## config.mk

```make
export PLATFORM = sky130hd
export DESIGN_NAME = psram_arbiter
export DESIGN_NICKNAME = d
export VERILOG_FILES = /design/src/rtl/psram_arbiter.sv
export SDC_FILE = /design/constraint.sdc
export NUM_CORES = 1
export LEC_CHECK = 0
export ABC_AREA = 1
export BUFFER_PORTS_ARGS = -buffer_cell sky130_fd_sc_hd__buf_2
export CAP_MARGIN = 15
export CORE_AREA = 3 3 99 101
export DETAILED_ROUTE_END_ITERATION = 8
export DIE_AREA = 0 0 102 104
export PLACE_DENSITY = 0.73
export REMOVE_ABC_BUFFERS = 1
export SLEW_MARGIN = 25
export SYNTH_ARGS = -nofsm -noshare
export SYNTH_HDL_FRONTEND = slang
export SYNTH_SLANG_ARGS = --single-unit
```

## constraint.sdc

```tcl
create_clock -name sys_clk -period 1.7 [get_ports sys_clk]
set_input_delay 0.34 -clock sys_clk [delete_from_list [all_inputs] [get_ports sys_clk]]
set_output_delay 0.34 -clock sys_clk [all_outputs]
set_load 0.005 [all_outputs]
```

## src/rtl/psram_arbiter.sv

```systemverilog
// psram_arbiter: two-port round-robin arbiter in front of psram_controller.
// Waits for PSRAM init, grants one burst at a time, issues a one-cycle
// psram_exe, then routes write handshakes and read data to the owning port.
// Optional build macro: PSRAM_ARB_TIMEOUT_EN adds a BUSY watchdog that
// aborts a burst after TIMEOUT_CYC cycles and flags it on pN_err.
//
// state       | meaning
// ------------+-----------------------------------------------------------
// S_WAIT_INIT | PSRAM not initialised yet, everything idle
// S_ARB       | pick a requester, latch its command, pulse its grant
// S_ISSUE     | one-cycle psram_exe strobe
// S_BUSY      | transfer in flight, route data to owner until psram_done
// S_GAP       | one idle turnaround cycle before the next arbitration
module psram_arbiter #(
  parameter logic       BIT_CTRL    = 1'b1,
  parameter logic       WRAP_EN     = 1'b1,
  parameter logic [1:0] BYTE_WRITE  = 2'b00,
  parameter logic [1:0] COMMAND     = 2'b00,
  parameter int         TIMEOUT_CYC = 4096
) (
  input  logic        sys_clk,
  input  logic        sys_rst,
  input  logic        p0_req,
  input  logic        p0_rw,
  input  logic [31:0] p0_addr,
  input  logic [11:0] p0_len,
  input  logic [15:0] p0_wdata,
  output logic        p0_grant,
  output logic        p0_wready,
  output logic [15:0] p0_rdata,
  output logic        p0_rvalid,
  output logic        p0_done,
  output logic        p0_err,
  input  logic        p1_req,
  input  logic        p1_rw,
  input  logic [31:0] p1_addr,
  input  logic [11:0] p1_len,
  input  logic [15:0] p1_wdata,
  output logic        p1_grant,
  output logic        p1_wready,
  output logic [15:0] p1_rdata,
  output logic        p1_rvalid,
  output logic        p1_done,
  output logic        p1_err,
  input  logic        init_cable_complete,
  input  logic        psram_done,
  input  logic        psram_rd_valid,
  input  logic        psram_wr_valid,
  input  logic [15:0] psram_rd_data,
  output logic        psram_exe,
  output logic        rw_ctrl,
  output logic        bit_ctrl,
  output logic        wrap_in,
  output logic [1:0]  byte_write,
  output logic [1:0]  command_in,
  output logic [31:0] addr_in,
  output logic [11:0] burst_len,
  output logic [15:0] data_in
);

  typedef enum logic [2:0] {
    S_WAIT_INIT,
    S_ARB,
    S_ISSUE,
    S_BUSY,
    S_GAP
  } state_t;

  state_t      state_q, state_d;
  logic        last_q, last_d;
  logic        owner_q, owner_d;
  logic        rw_q, rw_d;
  logic [31:0] addr_q, addr_d;
  logic [11:0] len_q, len_d;

  logic        win;
  logic        in_busy;
  logic        timeout_hit;
  logic        busy_done;
  logic        busy_err;

  assign in_busy = (state_q == S_BUSY);

  // State and latched command registers.
  always_ff @(posedge sys_clk) begin
    if (sys_rst) begin
      state_q <= S_WAIT_INIT;
      last_q  <= 1'b1;
      owner_q <= 1'b0;
      rw_q    <= 1'b0;
      addr_q  <= '0;
      len_q   <= '0;
    end else begin
      state_q <= state_d;
      last_q  <= last_d;
      owner_q <= owner_d;
      rw_q    <= rw_d;
      addr_q  <= addr_d;
      len_q   <= len_d;
    end
  end

  // Next-state, arbitration and strobe generation.
  always_comb begin
    state_d   = state_q;
    last_d    = last_q;
    owner_d   = owner_q;
    rw_d      = rw_q;
    addr_d    = addr_q;
    len_d     = len_q;
    win       = 1'b0;
    p0_grant  = 1'b0;
    p1_grant  = 1'b0;
    psram_exe = 1'b0;
    busy_done = 1'b0;
    busy_err  = 1'b0;
    case (state_q)
      S_WAIT_INIT: begin
        if (init_cable_complete) state_d = S_ARB;
      end
      S_ARB: begin
        if (p0_req || p1_req) begin
          // Under contention the port that did not win last time goes next.
          win      = (p0_req && p1_req) ? ~last_q : p1_req;
          owner_d  = win;
          last_d   = win;
          rw_d     = win ? p1_rw   : p0_rw;
          addr_d   = win ? p1_addr : p0_addr;
          len_d    = win ? p1_len  : p0_len;
          p0_grant = ~win;
          p1_grant = win;
          state_d  = S_ISSUE;
        end
      end
      S_ISSUE: begin
        psram_exe = 1'b1;
        state_d   = S_BUSY;
      end
      S_BUSY: begin
        // A real psram_done in the timeout cycle is a clean finish.
        if (psram_done || timeout_hit) begin
          busy_done = 1'b1;
          busy_err  = ~psram_done;
          state_d   = S_GAP;
        end
      end
      S_GAP: begin
        state_d = S_ARB;
      end
      default: begin
        state_d = S_WAIT_INIT;
      end
    endcase
  end

`ifdef PSRAM_ARB_TIMEOUT_EN
  logic [31:0] tmo_cnt_q, tmo_cnt_d;

  // Watchdog count: cleared on the way into BUSY, advanced every BUSY cycle.
  always_comb begin
    tmo_cnt_d = tmo_cnt_q;
    if (state_q == S_ISSUE) tmo_cnt_d = '0;
    else if (in_busy)       tmo_cnt_d = tmo_cnt_q + 32'd1;
  end

  // Watchdog counter register.
  always_ff @(posedge sys_clk) begin
    if (sys_rst) tmo_cnt_q <= '0;
    else         tmo_cnt_q <= tmo_cnt_d;
  end

  assign timeout_hit = in_busy && (tmo_cnt_q == 32'(TIMEOUT_CYC));
`else
  logic unused_timeout_cfg;
  assign unused_timeout_cfg = (TIMEOUT_CYC == 0);
  assign timeout_hit        = 1'b0;
`endif

  assign p0_wready = in_busy & ~owner_q & psram_wr_valid;
  assign p1_wready = in_busy &  owner_q & psram_wr_valid;
  assign p0_rvalid = in_busy & ~owner_q & psram_rd_valid;
  assign p1_rvalid = in_busy &  owner_q & psram_rd_valid;
  assign p0_rdata  = (in_busy && !owner_q) ? psram_rd_data : 16'h0000;
  assign p1_rdata  = (in_busy &&  owner_q) ? psram_rd_data : 16'h0000;
  assign p0_done   = busy_done & ~owner_q;
  assign p1_done   = busy_done &  owner_q;
  assign p0_err    = busy_err  & ~owner_q;
  assign p1_err    = busy_err  &  owner_q;
  assign data_in   = in_busy ? (owner_q ? p1_wdata : p0_wdata) : 16'h0000;

  assign rw_ctrl    = rw_q;
  assign addr_in    = addr_q;
  assign burst_len  = len_q;
  assign bit_ctrl   = BIT_CTRL;
  assign wrap_in    = WRAP_EN;
  assign byte_write = BYTE_WRITE;
  assign command_in = COMMAND;

endmodule
```

# Yosys cells after proc, flatten, opt, wreduce, memory -nomap -nowiden
# Cells that the tools add are included.
dict set report op_classes {
  add_sub_neg 0
  multipliers 0
  div_mod_pow 0
  order_cmp 0
  eq_ne 7
  shift 0
  muxes 21
  n_bitwise 14
  n_reduce_logical 8
}
# op n
set ops {}
lappend ops {{2-to-1 mux 16 bit} 4}
lappend ops {{2-to-1 mux 32 bit} 1}
lappend ops {{one-hot mux 3 bit (5 select lines)} 1}
lappend ops {{2-to-1 mux 12 bit} 1}
lappend ops {{2-to-1 mux 1 bit} 11}
lappend ops {{bitwise AND 1 bit} 10}
lappend ops {{2-to-1 mux 3 bit} 3}
lappend ops {{equality test 3 x 2 -> 1 bit, second input constant} 2}
lappend ops {{inequality test 2 bit, second input constant} 3}
lappend ops {{NOT 1 bit} 4}
lappend ops {{equality test 3 x 1 -> 1 bit, second input constant} 1}
lappend ops {{equality test 3 bit, second input constant} 1}
lappend ops {{logical AND 1 bit} 3}
lappend ops {{zero test 3 bit} 1}
lappend ops {{AND reduction 3 bit} 1}
lappend ops {{AND reduction 2 bit} 1}
lappend ops {{zero test 1 bit} 1}
lappend ops {{logical OR 1 bit} 1}
dict set report totals {
  reg_bits 50
  latchBits 0
  mem_bits_rw 0
  mem_bits_ro 0
  input_bits 146
  mem_count 0
}

# Depth between registers and ports, before layout
dict set report logic_depth {
  word_depth 5
  depth_mapped 7
}

# Least setup slack after synthesis
# No wires, ideal clock.
dict set report synth_path {
  path_type {register -> output}
  startpoint {register state_q[0]}
  endpoint {output port p1_rdata[10]}
  t_arrival_ps 1109
  required_time_ps 1360
  path_slack_ps 251
  stages_incl_launch_ff 6
  n_path_buf 1
  cell_sequence {dfxtp_1 -> nand2_2 -> nor3_4 -> inv_2 -> buf_2 -> nor2_1}
}
dict set report synth_via {
  elab_chain_cells 3
}
# item line_no
set synth_rtl {}
lappend synth_rtl {{start, declared} 69} ;# state_t state_q, state_d;
lappend synth_rtl {{start signal, assigned} 94} ;# state_q <= state_d;
lappend synth_rtl {{equality test 3 x 2 -> 1 bit} 82} ;# assign in_busy = (state_q == S_BUSY);
lappend synth_rtl {{logical AND 1 bit} 184} ;# assign p1_rdata = (in_busy && owner_q) ? psram_rd_data : 16'h0000;
lappend synth_rtl {{2-to-1 mux 16 bit} 184}
lappend synth_rtl {{end, declared} 41} ;# output logic [15:0] p1_rdata,
# Every way passes these cells.

# Final worst setup path
dict set report layout_path {
  startpoint {register state_q[2]}
  endpoint {output port data_in[7]}
}
dict set report layout_via {
  elab_chain_cells 2
}
# item line_no
set layout_rtl {}
lappend layout_rtl {{equality test 3 x 2 -> 1 bit} 82}
lappend layout_rtl {{2-to-1 mux 16 bit} 189} ;# assign data_in = in_busy ? (owner_q ? p1_wdata : p0_wdata) : 16'h0000;
lappend layout_rtl {{end, declared} 58} ;# output logic [15:0] data_in
# Every way passes these cells.

==> impl_results.md <==
* Number of nets at the end of the flow at between 900 and 1k
* Fraction of final layout cells with drive strength greater than 1 at between 40% and 50%
* Final max-slew violation count at 0
* Die outline width at around 100 µm
* Overall routed net length at about 11 mm
* Start-to-end type of the worst setup path: reg -> out
* Cell Area, Synth at between 3000 and 4000 µm²
* Count of routing violations after the opening detailed-route iteration at just over 100
* Flops & latches, synth at 50
* Category of the worst setup path capture point: output port
* Post-detailed-placement half-perimeter wirelength at between 8 and 9 mm
* Initial antenna violation count at 2
* Remaining Overflow, GRT at 0
* Area of combinational cells with multiple inputs at roughly 1800 µm²
* Root buffer cell: clkbuf_8
* Post-synth top area cell: dfxtp_1
* Number of placed cells counting well taps at 889
* Total Die Area at 10600 µm²
* Initial Utilization at between 30% and 40%
* Standard-cell row count at 35
* Proportion of netlist area held by the largest area contributor at roughly a third
* Sequential standard cell area at 1010 µm²
* P&R area growth vs syn at 56.4%
* Buffers on Ports at 247
* Number of flops mapped to enable cells by yosys at 0
* Library cell with the highest instance count after synthesis: nor2_1
* Top-Level Pins at approximately 260
* Largest delay share family, worst path: buffers and inverters
* Number of buffers created by CTS at 5
* Portion of the post-synthesis area used by sequential elements at 31.9%
* Vias post-DR at approximately 4k
* Slowest cell on crit path: dfxtp_4
* Sink count of the clock tree at 50
* Leading post-synthesis cells by cell area: dfxtp_1, nor2_1, nand2_1, inv_1, a21oi_1
* Overall power of the completed layout at 3.18 mW
* PnR worst setup slack at -0.131 ns
* Worst supply voltage drop on vdd at approximately 0.00035 V
* Warnings from Yosys at 0
* Post-route DRC at 0
* TritonCTS clock tree: yes
* Share of synthesized registers carrying an async set or reset at 0%
* Synthesized area per cell at about 5.7 µm²
* Period minus WS final at around 1.8 ns
* Source-to-sink clock delay at the later pin of the worst-skew pair at 0.31 ns
* Initial DRT Pass Iterations at 7
* Commonest cells in the synthesized netlist: nor2_1, nand2_1, inv_1, dfxtp_1, a21oi_1
* Floorplan core area at slightly above 9000 µm²
* Unique masters post-synth at 22
* Clock Skews at between 0.008 and 0.009 ns
* Cells traversed along the worst timing path: buf_4 > nor2_4 > nand2_4 > buf_12 > nor2_2 > a21oi_2 > inv_1 > buf_2
* Number of global-route vias before repair at approximately 3.4k
* Delay of the slowest cell on the worst path at roughly 0.35 ns
* Average routed wire per standard cell at around 12 µm
* Period Utilization, post-route at 108%
* Clock transition at the registers of the reported paths at 0.09 ns
* Violated checks: setup timing
* Status: finished, violations left
* Dominant register cell in the synthesized netlist: dfxtp_1
* Total setup violations reported at the end of the flow at 52
* Final core utilization at a little over half
* Number of buffer and inverter stages on the critical path at 4
* Leakage power total at 3.11 nW
* Critical path fanouts, max at 12
* Critical path required time at 1.36 ns
* GRT Overall Usage at 18.6%
* Maximum level of the CTS H-tree at 2
* Kind of start point of the critical path: register
* Number of hold violations in the final report at 0
* P per Cell Area at between 600 and 700 nW/µm²
* Number of cells in the finished layout apart from fillers at slightly above 900
* Number of max-cap violations at 0
* Count of nets left with antenna violations after detail routing at 0
* Number of instances in the synthesized netlist at about 550
* Path category of the worst min-delay check: in -> reg
* Pin count of the biggest net entering global routing at between 70 and 80
* Maximum root-to-sink buffer count at 2
* Filler cell count at between 900 and 1k
* Routed via count divided by cell count at around 4.5
* Wire length of the first global-routing pass at between 15 and 20 mm
* Unrepaired setup endpoints after global routing: yes
* Weighted congestion reported at the end of routability-driven placement at approximately 0.83
* Data arrival, critical path at 1.49 ns
* Overall die height at ~100 µm
* Highest clock frequency the design can meet at ~0.55 GHz
worst paths after layout:
kind                     from           to  slack, ns  depth (start not counted)
setup reg to reg   state_q[2]  addr_in[12]       0.14                         10
setup / recovery   state_q[2]   data_in[7]      -0.13                          8
hold reg to reg   addr_in[20]  addr_in[20]       0.46                          2
hold / removal     psram_done   state_q[2]       0.30                          3
metrics by stage:
step	setup slack (ns)	hold slack, ns	area [µm²]	TNS, ns
2_1_floorplan	-0.809	0.409	2920	-26.81
3_3_place_gp	0.159	0.444	4440	0
3_5_place_dp	0.112	0.450	4440	0
4_1_cts	-0.103	0.293	4650	-2.64
5_1_grt	-0.226	0.286	4910	-7.00
6_report	-0.131	0.301	4910	-2.51
power by group:
part | internal (mW) | switching, mW
clock network | 0.291 | 0.417
registers | 1.30 | 0.0652
logic | 0.493 | 0.609
total | 2.09 | 1.09
placed cells by master, fill, tap and decap left out, drive strengths merged:
cell type,netlist,routed
a21oi,37,37
buf,30,270
clkbuf,7,5
clkinv,0,2
conb,2,8
dfxtp,50,50
diode,0,2
inv,86,88
nand2,141,141
nand3,23,23
nand3b,2,2
nand4,1,1
nor2,143,143
nor3,1,1
o21ai,26,26
metal layers:
metal	global-route usage [%]	vias up	share of wire (%)
met1	19.9	1758	38
met2	33.8	196	51
li1	-	2104	-
met3	5.50	19	9.3
met4	6.56	0	2.3
met5	0	-	0
registers in the layout (all words and copies together), names as in the netlist:
| register | flops |
|---|---|
| rw_ctrl | 1 |
| state_q | 3 |
| last_q | 1 |
| burst_len | 12 |
| addr_in | 32 |
| owner_q | 1 |
kinds of logic after synthesis:
| family | count (synthesis) | share of synthesized area, % |
|---|---|---|
| buffers and inverters | 123 | 17.9 |
| other | 2 | 0.239 |
| AO/OA/AOI/OAI | 63 | 10.0 |
| AND/OR/NAND/NOR | 311 | 39.9 |
| flip-flops | 50 | 31.9 |
what timing repair did:
action / CTS / global route
hold buffers: 0 / 0
cloned: 1 / 1
pin swaps: 10 / 12
setup endpoints to repair: 54 / 55
resized for setup: 22 / 64
buffers inserted: 4 / 5
final cells by class:
type,count,share of cell area [%]
Timing Repair inverter,1,0.127
Inverter,86,6.78
Clock inverter,3,0.382
Sequential cell,50,20.5
Tap cell,111,2.83
Timing Repair Buffer,270,30.8
Antenna cell,2,0.102
Clock buffer,5,1.40
Multi-Input combinational cell,382,37.1
worst min-delay path: cells and delay by family:
kind          cells  cell delay [ns]
simple gates      2             0.12
buf+inv           1             0.11
Note: power is estimated with default switching activity, not from simulation.
